`src/rtl/mem_stage_lsu.sv`:
```
// -----------------------------------------------------------------------------
// mem_stage_lsu
//   Memory-access pipeline stage between execute and writeback.
//   Decodes mem_read / mem_write / funct3 from the control word, checks
//   alignment, lane-replicates store data and builds byte enables, runs a
//   request/response handshake with the data cache while stalling upstream,
//   then sign/zero-extends load data for writeback. A saturating counter
//   records every cycle in which the stage stalls upstream.
//
// Ports
//   clk, rst            clock; asynchronous active-high reset
//   ex_valid            instruction valid at stage input
//   ex_mem_read/write   control-word memory op flags (read has priority)
//   ex_funct3           load/store width encoding
//   ex_addr, ex_wdata   effective address and store source
//   stall_o             hold upstream stages this cycle (combinational)
//   wb_valid, wb_rdata  one-cycle result pulse toward writeback
//   misalign_o          one-cycle pulse: misaligned or illegal-funct3 mem op
//   dmem_*              registered cache request; dmem_resp/dmem_rdata reply
//   stall_cycles        saturating count of cycles with stall_o high
// -----------------------------------------------------------------------------
module mem_stage_lsu #(
  parameter int CNT_W = 32
) (
  input  logic             clk,
  input  logic             rst,
  input  logic             ex_valid,
  input  logic             ex_mem_read,
  input  logic             ex_mem_write,
  input  logic [2:0]       ex_funct3,
  input  logic [31:0]      ex_addr,
  input  logic [31:0]      ex_wdata,
  output logic             stall_o,
  output logic             wb_valid,
  output logic [31:0]      wb_rdata,
  output logic             misalign_o,
  output logic             dmem_read,
  output logic             dmem_write,
  output logic [31:0]      dmem_address,
  output logic [31:0]      dmem_wdata,
  output logic [3:0]       dmem_byte_enable,
  input  logic             dmem_resp,
  input  logic [31:0]      dmem_rdata,
  output logic [CNT_W-1:0] stall_cycles
);

  typedef enum logic {IDLE, BUSY} state_t;

  localparam logic [2:0] F3_B  = 3'b000;
  localparam logic [2:0] F3_H  = 3'b001;
  localparam logic [2:0] F3_W  = 3'b010;
  localparam logic [2:0] F3_BU = 3'b100;
  localparam logic [2:0] F3_HU = 3'b101;

  state_t      state_q, state_d;
  logic        accept;
  logic        legal;
  logic        addr_ok;
  logic        aligned;
  logic [31:0] st_data;
  logic [3:0]  st_be;
  logic [2:0]  funct3_q;
  logic [1:0]  off_q;
  logic [7:0]  ld_byte;
  logic [15:0] ld_half;
  logic [31:0] ld_ext;

  assign accept = (state_q == IDLE) && ex_valid && (ex_mem_read || ex_mem_write);

  // Decode legality and natural alignment of the incoming op.
  // NOTE: every always_comb output gets a default first so no path infers a latch.
  always_comb begin
    legal   = 1'b0;
    addr_ok = 1'b0;
    st_data = ex_wdata;
    st_be   = 4'b1111;
    if (ex_mem_read) begin
      legal = (ex_funct3 == F3_B) || (ex_funct3 == F3_H) || (ex_funct3 == F3_W) ||
              (ex_funct3 == F3_BU) || (ex_funct3 == F3_HU);
    end else begin
      legal = (ex_funct3 == F3_B) || (ex_funct3 == F3_H) || (ex_funct3 == F3_W);
    end
    case (ex_funct3[1:0])
      2'b00:   addr_ok = 1'b1;
      2'b01:   addr_ok = ~ex_addr[0];
      2'b10:   addr_ok = (ex_addr[1:0] == 2'b00);
      default: addr_ok = 1'b0;
    endcase
    // Stores replicate the source across lanes; the byte enable picks the lane.
    if (!ex_mem_read) begin
      case (ex_funct3[1:0])
        2'b00: begin
          st_data = {4{ex_wdata[7:0]}};
          st_be   = 4'b0001 << ex_addr[1:0];
        end
        2'b01: begin
          st_data = {2{ex_wdata[15:0]}};
          st_be   = 4'b0011 << ex_addr[1:0];
        end
        default: begin
          st_data = ex_wdata;
          st_be   = 4'b1111;
        end
      endcase
    end
  end

  assign aligned = legal && addr_ok;

  // Stall while an accepted op waits for the cache; the response cycle itself
  // lets upstream advance. Held low during reset so nothing upstream freezes.
  assign stall_o = ~rst && ((accept && aligned) || ((state_q == BUSY) && ~dmem_resp));

  // Load lane select using the offset captured at accept time.
  always_comb begin
    ld_byte = dmem_rdata[7:0];
    case (off_q)
      2'd0:    ld_byte = dmem_rdata[7:0];
      2'd1:    ld_byte = dmem_rdata[15:8];
      2'd2:    ld_byte = dmem_rdata[23:16];
      default: ld_byte = dmem_rdata[31:24];
    endcase
    ld_half = off_q[1] ? dmem_rdata[31:16] : dmem_rdata[15:0];
    case (funct3_q)
      F3_B:    ld_ext = {{24{ld_byte[7]}}, ld_byte};
      F3_H:    ld_ext = {{16{ld_half[15]}}, ld_half};
      F3_W:    ld_ext = dmem_rdata;
      F3_BU:   ld_ext = {24'd0, ld_byte};
      F3_HU:   ld_ext = {16'd0, ld_half};
      default: ld_ext = 32'd0;
    endcase
  end

  // Next-state logic. A response seen in IDLE is ignored; ex_* is ignored in BUSY.
  always_comb begin
    state_d = state_q;
    case (state_q)
      IDLE:    if (accept && aligned) state_d = BUSY;
      BUSY:    if (dmem_resp)         state_d = IDLE;
      default: state_d = IDLE;
    endcase
  end

  // NOTE: sequential state uses non-blocking assignments so every register
  // samples pre-edge values regardless of statement order.
  always_ff @(posedge clk or posedge rst) begin
    if (rst) state_q <= IDLE;
    else     state_q <= state_d;
  end

  // NOTE: every register here is reset, including the latched request fields,
  // so the cache interface is fully defined straight out of reset.
  always_ff @(posedge clk or posedge rst) begin
    if (rst) begin
      dmem_read        <= 1'b0;
      dmem_write       <= 1'b0;
      dmem_address     <= 32'd0;
      dmem_wdata       <= 32'd0;
      dmem_byte_enable <= 4'd0;
      funct3_q         <= 3'd0;
      off_q            <= 2'd0;
      wb_valid         <= 1'b0;
      wb_rdata         <= 32'd0;
      misalign_o       <= 1'b0;
      stall_cycles     <= '0;
    end else begin
      wb_valid   <= 1'b0;
      wb_rdata   <= 32'd0;
      misalign_o <= 1'b0;
      case (state_q)
        IDLE: begin
          if (accept && aligned) begin
            dmem_read        <= ex_mem_read;
            dmem_write       <= ~ex_mem_read & ex_mem_write;
            dmem_address     <= {ex_addr[31:2], 2'b00};
            dmem_wdata       <= st_data;
            dmem_byte_enable <= st_be;
            funct3_q         <= ex_funct3;
            off_q            <= ex_addr[1:0];
          end else if (ex_valid) begin
            // Misaligned/illegal mem ops and non-mem ops pass straight through.
            wb_valid   <= 1'b1;
            misalign_o <= accept;
          end
        end
        BUSY: begin
          if (dmem_resp) begin
            dmem_read  <= 1'b0;
            dmem_write <= 1'b0;
            wb_valid   <= 1'b1;
            wb_rdata   <= dmem_read ? ld_ext : 32'd0;
          end
        end
        default: ;
      endcase
      if (stall_o && !(&stall_cycles)) stall_cycles <= stall_cycles + CNT_W'(1);
    end
  end

endmodule
```
`config.mk`:
```
export PLATFORM = sky130hd
export DESIGN_NAME = mem_stage_lsu
export DESIGN_NICKNAME = d
export VERILOG_FILES = /design/src/rtl/mem_stage_lsu.sv
export SDC_FILE = /design/constraint.sdc
export NUM_CORES = 1
export LEC_CHECK = 0
export CAP_MARGIN = 20
export CORE_MARGIN = 2
export CORE_UTILIZATION = 44
export DETAILED_ROUTE_END_ITERATION = 16
export MAX_ROUTING_LAYER = met4
export PLACE_DENSITY = 0.82
export SYNTH_ARGS = -nofsm -noshare
export SYNTH_HDL_FRONTEND = slang
export SYNTH_SLANG_ARGS = --single-unit
```
`constraint.sdc`:
```
create_clock -name clk -period 7.5 [get_ports clk]
set_input_delay 1.125 -clock clk [delete_from_list [all_inputs] [get_ports clk]]
set_output_delay 1.125 -clock clk [all_outputs]
set_load 0.02 [all_outputs]
```
==> results.yml <==
run_status:
  status: "completed"
synth:
  yosysUniqueCellTypes: 46
  synth_adder_area_share_pct: 0.199
  synth_edf_count: 0
  synthSimpleGateAreaFrac_pct: 20.9
  syn_area_sq_mm: 0.00629
  synth_compound_area_share_pct: 9.86
  synth_top_area_share_pct: 55.7
  ys_ff_latch: 140
  yosysWarnings: 0
  yosysSeqAreaShare_pct: 55.7
  synth_area_leaders: "dfrtp_1 56%, nand2_1 11%, xnor2_1 4.3%, o21ai_0 3.3%, mux2i_1 2.7%"
  synth_top_family_by_area: "simple AND/OR/NAND/NOR gates"
  synth-xor-area-share_pct: 4.31
  yosysMostFrequentCell: "nand2_1"
  postSynthAreaPerCell_sq_um: 9.97
  async_flop_share_pct: 100
  synthFlopType: "dfrtp_1"
  synthCells: 631
  synth_mux_area_share_pct: 5.75
  synth_common_cells: "182 x nand2_1, 140 x dfrtp_1, 42 x o21ai_0"
  yosysTopAreaCell: "dfrtp_1"
flow_run:
  maxCapViolCount: 0
clock_tree:
  cts_root_buf: "clkbuf_16"
  cts.path.max_buffers: 2
  cts_buffers: 17
  numClockSinks: 140
  postCtsHoldBufs: 0
  clk-insertion-delay-late_ps: 410
  cts_tree: "yes"
  cts-htree-levels: 4
  clk_pin_slew_ps: 60
  cts.repair.resized: 0
  cts_setup_buffers: 0
timing:
  fin_skew_ps: 7.62
  setup_ws_ps: 2540
  finalHoldViolCount: 0
  timing.fmax_ghz: 0.201
  worst_pin_slew_ps: 1020
  finalSetupViolations: 0
  finalSetupTns_ps: 0
  relSlewSlack_pct: 32.1
  post-route-period-util_pct: 66.2
  grt_setup_unrepaired: "no"
  period_minus_slack_ps: 4960
  slew_violations: 0
place:
  hpwl_um: 12800
  io_buffers: 239
  gp_routability_congestion: 0.861
  place_ws_ps: 2550
finish:
  n_antenna_cell: 0
  drive_above_1_share_pct: 6.20
  nets: 965
  syn_to_final_growth_pct: 49.3
hold_path:
  holdPathStages: 2
  hp-start: "dmem_address[13]$_DFFE_PP0P_"
  hp-class: "reg -> reg"
  hold_end: "dmem_address[13]$_DFFE_PP0P_"
floorplan:
  dieArea_sq_mm: 0.0153
  fp.dieH_um: 124
  die_w_um: 124
  ioPinCount: 242
  design.core.area_sq_mm: 0.0139
  initial_utilization_pct: 45.2
  num_rows: 43
global_routing:
  grt_pass1_vias: 5677
  overflow: 0
  grt_antenna_before_repair: 0
  grt_max_degree: 87
  grt_first_pass_wirelength_um: 29400
  grt_use_total_pct: 26.2
power:
  p_per_area_mw_per_mm2: 265
  leakagePower_nw: 4.08
  ir_worst_vdd_mv: 0.196
setup_path:
  r2r_slack_ps: 4850
  r2r_end: "stall_cycles[1]$_DFFE_PP0P_"
  rr_worst_depth: 5
  cp_num_buf_inv: 3
  endpoint_kind: "primary output"
  crit_top_cell: "clkdlybuf4s50_1"
  crit_fanout: 32
  slowest_stage: "clkdlybuf4s50_1"
  cpLargestDelayFamily: "buffers and inverters"
  critical_path_arrival_ps: 3840
  cp.depth: 6
  slowest_delay_ps: 790
  r2r_start: "stall_cycles[0]$_DFFE_PP0P_"
  path_cells: "clkdlybuf4s50_1, nor4_2, nor2_1, o41ai_4, buf_4, clkdlybuf4s50_1"
  required_ps: 6380
  cp-start-kind: "primary input"
  crit_type: "in -> out"
route:
  drcViolationCount: 0
  vias: 5721
  antenna_left: 0
  first_pass_iters: 7
  viasPerCell: 5.44
  drtIter0Drc: 701
  wl_per_cell_um: 17.8
  wl_um: 18700
## cell usage in the layout, fill, tap and decap left out, types with 4 or more instances in the layout
| master | instances |
|---|---|
| xnor2_1 | 31 |
| clkbuf_16 | 17 |
| dfrtp_1 | 140 |
| nor2_1 | 18 |
| buf_4 | 6 |
| nand2_1 | 182 |
| mux4_2 | 7 |
| a21oi_1 | 27 |
| nand4_1 | 26 |
| clkbuf_1 | 5 |
| nand3_1 | 18 |
| and3_1 | 10 |
| a222oi_1 | 7 |
| mux2i_1 | 17 |
| and2_1 | 5 |
| o21ai_0 | 42 |
| clkdlybuf4s50_1 | 239 |
| and4_1 | 7 |
| nand2b_1 | 4 |
| nor3_1 | 4 |
| o21ai_1 | 4 |
| a22oi_1 | 8 |
## final cells by class
type / count / area (sq um)
inverters: 4 / 20.0
repair buffers: 247 / 2480
fillers: 1090 / 4540
multi-input cells: 449 / 2600
clock inverters: 6 / 86.3
flip-flops and latches: 140 / 3500
clock buffers: 25 / 485
well taps: 180 / 225
## routing by layer
layer  up-vias  wire (um)  part of all wire (%)  track usage (%)
met5         -          0                     0                -
met4         0        427                   2.3             9.30
met2       310       8840                    47             39.8
met3        40       1950                    10             10.0
li1       2629          -                     -                -
met1      2742       7530                    40             32.1
## worst register-to-register path: cells and delay by family (launching register included)
family	cells	cell delay, ps
AND/OR/NAND/NOR	3	1340
flip-flops	1	450
adder cells (fa/ha/maj)	1	400
multiplexers	1	350
## flip-flops by register name (all words and copies together) (netlist names)
register,flops
state_q,1
misalign_o,1
stall_cycles,32
funct3_q,3
dmem_write,1
dmem_read,1
dmem_byte_enable,4
wb_rdata,32
dmem_wdata,32
off_q,2
dmem_address,30
wb_valid,1
## logic make-up (layout without fill, tap and decap cells)
group,after synthesis,in the layout
simple gates,288,288
flops,140,140
compound gates,100,100
buf+inv,43,282
xor+xnor,31,31
mux,27,27
fa+ha+maj,1,1
other cells,1,2
## through the flow
stage	hold WS, ps	util [%]	instance area, sq um	cells	power [mW]
2_1_floorplan	514	-	6300	632	1.31
6_report	474	67.4	9400	1051	2.49
5_1_grt	496	67.4	9400	1051	2.61
3_5_place_dp	462	63.1	8790	1018	1.67
3_3_place_gp	457	63.1	8790	1018	1.66
4_1_cts	476	67.2	9360	1049	2.50
## power by group
part | internal, mW | switching, mW
combinational | 0.332 | 0.375
sequential | 0.868 | 0.0929
clock | 0.514 | 0.304
total | 1.71 | 0.771
## how the worst max path moves through the flow
stage                     slack (ps)          from  endpoint
final                           2540  ex_funct3[0]   stall_o
after global routing            2350  ex_funct3[0]   stall_o
after CTS                       2540  ex_funct3[0]   stall_o
after detailed placement        2550  ex_funct3[0]   stall_o
after global placement          2520  ex_funct3[0]   stall_o
after floorplan                 1530           rst   stall_o
Note: power is estimated with default switching activity, not from simulation.
